==> config.mk <==
export PLATFORM = sky130hd
export DESIGN_NAME = vga_bitmap_scroller
export DESIGN_NICKNAME = d
export VERILOG_FILES = /design/src/rtl/vga_bitmap_scroller.sv
export SDC_FILE = /design/constraint.sdc
export NUM_CORES = 2
export LEC_CHECK = 0
export BUFFER_PORTS_ARGS = -buffer_cell sky130_fd_sc_hd__buf_2
export CORE_MARGIN = 4
export CORE_UTILIZATION = 40
export CTS_CLUSTER_DIAMETER = 80
export DETAILED_ROUTE_END_ITERATION = 10
export GPL_TIMING_DRIVEN = 0
export PLACE_DENSITY = 0.57
export SLEW_MARGIN = 20
export SYNTH_ARGS = -nofsm -noshare
export SYNTH_HDL_FRONTEND = slang
export SYNTH_SLANG_ARGS = --single-unit
==> constraint.sdc <==
create_clock -name clk -period 6.3 [get_ports clk]
set_input_delay 0.315 -clock clk [delete_from_list [all_inputs] [get_ports clk]]
set_output_delay 0.315 -clock clk [all_outputs]
set_load 0.02 [all_outputs]
==> src/rtl/vga_bitmap_scroller.sv <==
// VGA timing generator that paints a tiled, horizontally scrolling 1-bit bitmap.
// Bitmap rows are only rewritten during vertical blanking, so a visible frame never tears.
module vga_bitmap_scroller #(
  parameter int H_ACTIVE   = 640,
  parameter int H_FP       = 16,
  parameter int H_SYNC     = 96,
  parameter int H_BP       = 48,
  parameter int V_ACTIVE   = 480,
  parameter int V_FP       = 10,
  parameter int V_SYNC     = 2,
  parameter int V_BP       = 33,
  parameter int CLK_DIV    = 2,
  parameter int COLS       = 128,
  parameter int ROWS       = 16,
  parameter int SCALE_LOG2 = 0
) (
  input  logic                    clk,
  input  logic                    Reset,
  input  logic                    scroll_en,
  input  logic [3:0]              scroll_step,
  input  logic [11:0]             fg_color,
  input  logic [11:0]             bg_color,
  input  logic                    wr_valid,
  output logic                    wr_ready,
  input  logic [$clog2(ROWS)-1:0] wr_row,
  input  logic [COLS-1:0]         wr_data,
  output logic [3:0]              RED,
  output logic [3:0]              GREEN,
  output logic [3:0]              BLUE,
  output logic                    vga_h_sync,
  output logic                    vga_v_sync,
  output logic                    inDisplayArea,
  output logic                    frame_start
);

  localparam int H_TOTAL = H_ACTIVE + H_FP + H_SYNC + H_BP;
  localparam int V_TOTAL = V_ACTIVE + V_FP + V_SYNC + V_BP;
  localparam int X_W     = $clog2(H_TOTAL);
  localparam int Y_W     = $clog2(V_TOTAL);
  localparam int COL_W   = $clog2(COLS);
  localparam int ROW_W   = $clog2(ROWS);
  localparam int DIV_W   = (CLK_DIV > 1) ? $clog2(CLK_DIV) : 1;

  localparam logic [31:0] X_LAST = 32'(H_TOTAL - 1);
  localparam logic [31:0] Y_LAST = 32'(V_TOTAL - 1);
  localparam logic [31:0] X_ACT  = 32'(H_ACTIVE);
  localparam logic [31:0] Y_ACT  = 32'(V_ACTIVE);
  localparam logic [31:0] HS_BEG = 32'(H_ACTIVE + H_FP);
  localparam logic [31:0] HS_END = 32'(H_ACTIVE + H_FP + H_SYNC);
  localparam logic [31:0] VS_BEG = 32'(V_ACTIVE + V_FP);
  localparam logic [31:0] VS_END = 32'(V_ACTIVE + V_FP + V_SYNC);

  logic [DIV_W-1:0] div_cnt;
  logic             pix_en;
  logic [X_W-1:0]   CounterX;
  logic [Y_W-1:0]   CounterY;
  logic [31:0]      x32;
  logic [31:0]      y32;
  logic             last_x;
  logic             last_y;
  logic             frame_end;
  logic             h_sync_raw;
  logic             v_sync_raw;
  logic             active_raw;
  logic [COL_W-1:0] scroll_off;
  logic [COL_W-1:0] col_idx;
  logic [ROW_W-1:0] row_idx;
  logic [COLS-1:0]  bitmap [ROWS];
  logic             pix_bit;

  assign pix_en = (div_cnt == DIV_W'(CLK_DIV - 1));

  always_ff @(posedge clk) begin
    if (Reset)       div_cnt <= '0;
    else if (pix_en) div_cnt <= '0;
    else             div_cnt <= div_cnt + 1'b1;
  end

  assign x32       = 32'(CounterX);
  assign y32       = 32'(CounterY);
  assign last_x    = (x32 == X_LAST);
  assign last_y    = (y32 == Y_LAST);
  assign frame_end = pix_en && last_x && last_y;

  always_ff @(posedge clk) begin
    if (Reset) begin
      CounterX <= '0;
      CounterY <= '0;
    end else if (pix_en) begin
      if (last_x) begin
        CounterX <= '0;
        CounterY <= last_y ? '0 : CounterY + 1'b1;
      end else begin
        CounterX <= CounterX + 1'b1;
      end
    end
  end

  assign h_sync_raw = !((x32 >= HS_BEG) && (x32 < HS_END));
  assign v_sync_raw = !((y32 >= VS_BEG) && (y32 < VS_END));
  assign active_raw = (x32 < X_ACT) && (y32 < Y_ACT);

  // Truncating the scaled coordinates to the bitmap index width gives the tiling wrap.
  assign col_idx  = COL_W'(x32 >> SCALE_LOG2) + scroll_off;
  assign row_idx  = ROW_W'(y32 >> SCALE_LOG2);
  assign pix_bit  = bitmap[row_idx][col_idx];
  assign wr_ready = (y32 >= Y_ACT);

  always_ff @(posedge clk) begin
    if (Reset) begin
      {RED, GREEN, BLUE} <= 12'h000;
      vga_h_sync         <= 1'b1;
      vga_v_sync         <= 1'b1;
      inDisplayArea      <= 1'b0;
    end else if (pix_en) begin
      {RED, GREEN, BLUE} <= active_raw ? (pix_bit ? fg_color : bg_color) : 12'h000;
      vga_h_sync         <= h_sync_raw;
      vga_v_sync         <= v_sync_raw;
      inDisplayArea      <= active_raw;
    end
  end

  always_ff @(posedge clk) begin
    if (Reset) begin
      frame_start <= 1'b0;
      scroll_off  <= '0;
    end else begin
      frame_start <= frame_end;
      if (frame_end && scroll_en) scroll_off <= scroll_off + COL_W'(scroll_step);
    end
  end

  always_ff @(posedge clk) begin
    if (Reset) begin
      for (int r = 0; r < ROWS; r++) bitmap[r] <= '0;
    end else if (wr_valid && wr_ready) begin
      bitmap[wr_row] <= wr_data;
    end
  end

endmodule

======== Word level (Yosys, flattened, before mapping) ========
Memories as Yosys holds them, arrays and structs flattened. A register that Yosys moved wholly into a read port is not among the register bits.
Cells that the tools add are included.
storage, ports and cells
  bits in registers ....................... 44
  memory bits (writable) .................. 2048
  output and inout bits ................... 17
  logic and storage cells ................. 55
  memories kept ........................... 1
cells by class
  add/sub/neg operators ................... 5
  $lt $le $gt $ge ......................... 8
  equality and inequality tests ........... 2
  multiplexer cells ....................... 16
  reductions and logical operators ........ 12
memory list
  memory  depth  width  read ports  clocked after Yosys merged registers in  write ports  line  RTL
  bitmap  16     128    1           1                                        16           68    logic [COLS-1:0] bitmap [ROWS];
operator list
  kind                   number
  $mux 128               1
  $reduce_or 128->1      1
  $mux 12                2
  $add 10x1->10 const B  2
  $eq 10x10->1 const B   2
  $ge 10x9->1 const B    2
  $lt 10x10->1 const B   2
  $lt 10x9->1 const B    2
  $mux 10                2
  $mux 4                 3
  $ge 10x10->1 const B   1
  $lt 7x8->1 const B     1
  $add 7x4->7            1
  $add 7x7->7            1
  $bmux 1 s7             1
  $logic_and 1x1->1      7
  $mux 1                 7
  $logic_not 1->1        2
  $reduce_and 2->1       1
  $reduce_or 2->1        1
  $add 1x1->1 const B    1

======== Longest topological paths before layout ========
  depth in word-level cells ............... 7
  gate-level depth with buffers ........... 18
  depth with buffers taken out ............ 13

======== Worst setup path before layout ========
No wires, ideal clock.
  path type ............................... register -> register
  start point ............................. register CounterY[7]
  end point ............................... memory bitmap[0][0] (enable)
  library setup time ...................... 433 ps
  arrival ................................. 3360 ps
  data required time ...................... 5867 ps
  setup slack ............................. 2507 ps
  cell stages (with the launch flop) ...... 10
  path buffers ............................ 1
  path through ............................ dfxtp_1 nand2_1 nor3_1 nor2_1 nor3b_1 nor2b_1 nand2b_1 nor3_1 clkbuf_1 or2_2
RTL lines
  element                 line  RTL
  from (decl)             56    logic [Y_W-1:0] CounterY;
  from (signal assigned)  92    CounterY <= last_y ? '0 : CounterY + 1'b1;
  to (decl)               68

==> summary.md <==
By area the synthesized netlist is led by edfxtp_1, and2_1, mux4_2. In this run, the number of DRC markers left after iteration 0 of detailed routing was 10,300. After Yosys synthesis, full adders, half adders and majority gates account for 0.239% of the synthesized area. The dominant cell type by area after synthesis was edfxtp_1.

Global routing used 32.0% of the available tracks across all layers. Across all register-to-register paths, the minimum setup slack is -270 ps. The post-route worst setup slack is -267 ps, and the via count is 61,900.

The critical path start-end classification was reg2reg. In this run the worst hold path is classified as in2reg. Flip-flop cell with the highest count after synthesis: edfxtp_1. H-tree depth: 4. The clock reaches the later pin of the worst-skew pair after 890 ps.

The fraction of the mapped netlist area in compound gates was 2.13%; the wire length of the first global-routing pass was 527,000 um. Counting flops with an async set or reset pin after synthesis yields a share of 0%. In this run the critical register-to-register path is captured at BLUE[1]$_SDFFE_PP0P_. The logs give 11.2% for the remaining max-slew budget at the tightest pin and 69 for the initial antenna violation count. Dividing the detail-routed via count by the number of cells gives 6.11. Across the routed clock network, the largest skew measured is 49.5 ps. The run gives 65.4% as the share of the yosys chip area belonging to registers. The number of pins exceeding their max-slew limit in the final report is 0. The tool flagged a number of max-cap violations equal to 0.

In this run the mean area of a mapped cell was 15.8 um^2. Detailed placement ended at an HPWL of 265,000 um. The top cell type by area accounts for 64.4% of the synthesized area. The count of distinct cell types in the synthesized netlist was 78. The multi-input combinational cells in the finished layout cover a total of 30,400 um^2. Counting cells, the worst reg-to-reg path comes to 18.

For this configuration, the core starts out at a cell density of 40.2%. Timing would allow up to 152 MHz. In this run the power density over the cells is 271 nW/um^2.

In this run the static leakage power is 0.0399 uW. The post-CTS setup-driven buffer insertion count was 0; the final critical-path share of the clock period was 104%. The count of pins on the block boundary is 181. The count of standard-cell rows was 179. The run gives 0 as the number of endpoints with negative hold slack in the final report. The via count of the first global-routing pass was 59,500; the number of buffers on the longest clock path was 3.

The final routed wire length divided by cell count came out at 39.3 um. TritonCTS created 220 clock buffers. The die covers 247,000 um^2. The synthesized-area fraction occupied by xor and xnor cells works out to 0.239%. The number of flip-flops and latches in the synthesized netlist was 2,096; the clock edge transition at the registers on the reported setup and hold paths was 60 ps. Summing the areas of all and, or, nand and nor instances in the mapped netlist gives 15.3% of the synthesized area.

TritonCTS built the clock tree. Counting every sink on the clock net gives 2,096. The fraction of layout cells with a size suffix above 1 is 18.9%. Overall overflow remaining after global route: 0. The overall die width works out to 497 um. Setup repair after global routing left no endpoint under its margin. The total iterations of the first detailed-routing run was 8; the final setup violation count was 12. For the maximum VDD drop, the log shows 0.300 mV.

The worst path required time is 7090 ps, and the largest net degree at the start of global routing is 36. The root cell of the clock tree was clkbuf_16. The residual DRC count was 0; the fraction of the core area covered by cells at the end of the flow was 46.9%.

STA classifies the critical path startpoint as a flop. The number of routed nets with antenna violations is 0. The tools report the layout filler cell count as 20,600. Type of element capturing the critical path: a flop.

The checks that failed: setup timing. Input and output buffers added on the ports amount to 180. The run finished, with violations left. After synthesis, the largest family of logic cells by area is simple AND/OR/NAND/NOR gates. The vertical die dimension is 497 um, and the number of nets produced by synthesis is 6,240. Yosys mapped a number of flops with a built-in enable equal to 2,048. Setup total negative slack on the finished layout was measured at -2590 ps. The region available for standard cell placement spans 238,000 um^2. The arrival time at the worst endpoint was 7360 ps. At the pin with the least slew margin, the transition time is 1330 ps.

Number of nets in the finished design: 6,909. The final weighted congestion in routability-driven placement is 0.942. For the total wire length, the log shows 398,000 um. Relative to the synthesized area, the layout overhead comes to 16.8%. In the final layout, flip-flops and latches occupy 62,500 um^2. The largest fanout on the critical path is 10, and the number of cells produced by synthesis is 6,059. The critical path ends at BLUE[1]$_SDFFE_PP0P_.

The cell area after technology mapping is 95,500 um^2. Of the post-synthesis cell area, the part taken by muxes is 13.8%. The smallest clock period supported by the final layout is computed as 6570 ps. For the number of synthesis warnings, the log shows 0.
-- critical path: stages (launching register included) --
cell	delay, ps
dfxtp_1	320
buf_6	170
buf_12	170
buf_12	280
buf_12	270
buf_6	450
buf_6	290
buf_2	700
mux2i_1	160
o221ai_1	340
o221ai_1	420
nand4_1	370
o31ai_1	240
nor4_2	850
o311ai_1	180
o32ai_2	580
buf_6	270
mux2i_1	240
o21ai_1	70
-- synthesized netlist by cell type (6+ instances only) --
| cell type | n |
|---|---|
| nand2_1 | 121 |
| nor2_1 | 82 |
| edfxtp_1 | 2048 |
| nand3_1 | 24 |
| clkbuf_1 | 390 |
| or2_2 | 19 |
| a31oi_1 | 6 |
| buf_4 | 53 |
| a22o_1 | 18 |
| buf_2 | 36 |
| nor4_1 | 16 |
| nor2b_1 | 15 |
| a22oi_1 | 41 |
| nor3_1 | 31 |
| o21ai_0 | 22 |
| and2_1 | 2055 |
| mux4_2 | 476 |
| a211oi_1 | 11 |
| buf_6 | 35 |
| dfxtp_1 | 48 |
| mux4_1 | 39 |
| a21oi_1 | 59 |
| nand4_1 | 19 |
| a21o_1 | 7 |
| o21ai_1 | 12 |
| o221ai_1 | 27 |
| buf_1 | 9 |
| ha_1 | 15 |
| mux2_2 | 6 |
| o22ai_1 | 30 |
| buf_12 | 7 |
| mux2i_1 | 132 |
| xor2_1 | 14 |
| xnor2_1 | 12 |
| and3_1 | 8 |
| a221oi_1 | 12 |
| nand2b_1 | 8 |
| inv_1 | 17 |
-- cell type report --
| class | instances | share of cell area [%] |
|---|---|---|
| clock buffer | 268 | 5.12 |
| antenna | 45 | 0.101 |
| timing repair buffer | 447 | 4.41 |
| sequential | 2096 | 56.0 |
| multi-input combinational | 3407 | 27.3 |
| clock inverter | 140 | 1.01 |
| inverter | 20 | 0.0684 |
| buffer | 536 | 2.47 |
| tap | 3167 | 3.55 |
-- cells by family after synthesis --
kind of cell / count (synthesis)
compound gates: 290
fa+ha+maj: 17
mux: 653
xor+xnor: 26
flops: 2096
simple gates: 2421
buf+inv: 556
-- per-stage QoR --
stage	hold WS, ps	setup WS [ps]	cells	area [um^2]	power (uW)
global placement	438	-2960	9406	100000	17600
global route	120	21.8	10100	111000	30900
detailed placement	438	-126	9513	103000	17700
floorplan	484	2510	6059	95500	16800
finish	36.0	-267	10100	112000	30300
CTS	1.47	56.5	10100	111000	30200
-- layer usage --
layer | vias to the layer above | part of all wire, % | track usage, %
met2 | 4775 | 42 | 46.2
met5 | - | 0.024 | 0
li1 | 23900 | - | -
met1 | 32000 | 36 | 41.0
met3 | 1148 | 14 | 12.0
met4 | 14 | 7.5 | 19.3
-- registers in the layout, summed over array words and instances (netlist names), 4 cells and up, named ones only --
name,flops
BLUE,4
CounterX,10
RED,4
GREEN,4
scroll_off,7
CounterY,10
bitmap,2048
-- placed cells by master (no fill, tap or decap), types with 66 or more instances in the layout --
| master | n |
|---|---|
| and2_1 | 2055 |
| edfxtp_1 | 2048 |
| mux4_2 | 476 |
| clkbuf_1 | 396 |
| buf_2 | 223 |
| clkbuf_16 | 221 |
| dlygate4sd3_1 | 160 |
| mux2i_1 | 132 |
| nand2_1 | 118 |
| nor2_1 | 73 |
| clkinv_1 | 66 |
-- how the worst min path moves through the flow --
stage                                        start                    endpoint  cells after the start
after global routing                scroll_step[3]  scroll_off[3]$_SDFFE_PP0P_                      7
after CTS                           scroll_step[3]  scroll_off[4]$_SDFFE_PP0P_                      6
final                               scroll_step[3]  scroll_off[4]$_SDFFE_PP0P_                      6
after global placement        BLUE[1]$_SDFFE_PP0P_        BLUE[1]$_SDFFE_PP0P_                      2
after detailed placement     GREEN[2]$_SDFFE_PP0P_       GREEN[2]$_SDFFE_PP0P_                      2
after floorplan           CounterY[8]$_SDFFE_PP0P_    CounterY[8]$_SDFFE_PP0P_                      2
-- power breakdown --
| group | internal, uW | switching [uW] |
|---|---|---|
| logic | 551 | 1170 |
| clock network | 6900 | 5800 |
| registers | 15700 | 129 |
| total | 23200 | 7100 |
-- timing repair --
action | 4_1_cts | 5_1_grt
endpoints found under the setup margin | 10 | 12
hold buffers | 160 | 0
gates resized for setup | 3 | 5
endpoints found under the hold margin | 791 | 0
(Power assumes the default switching activity.)
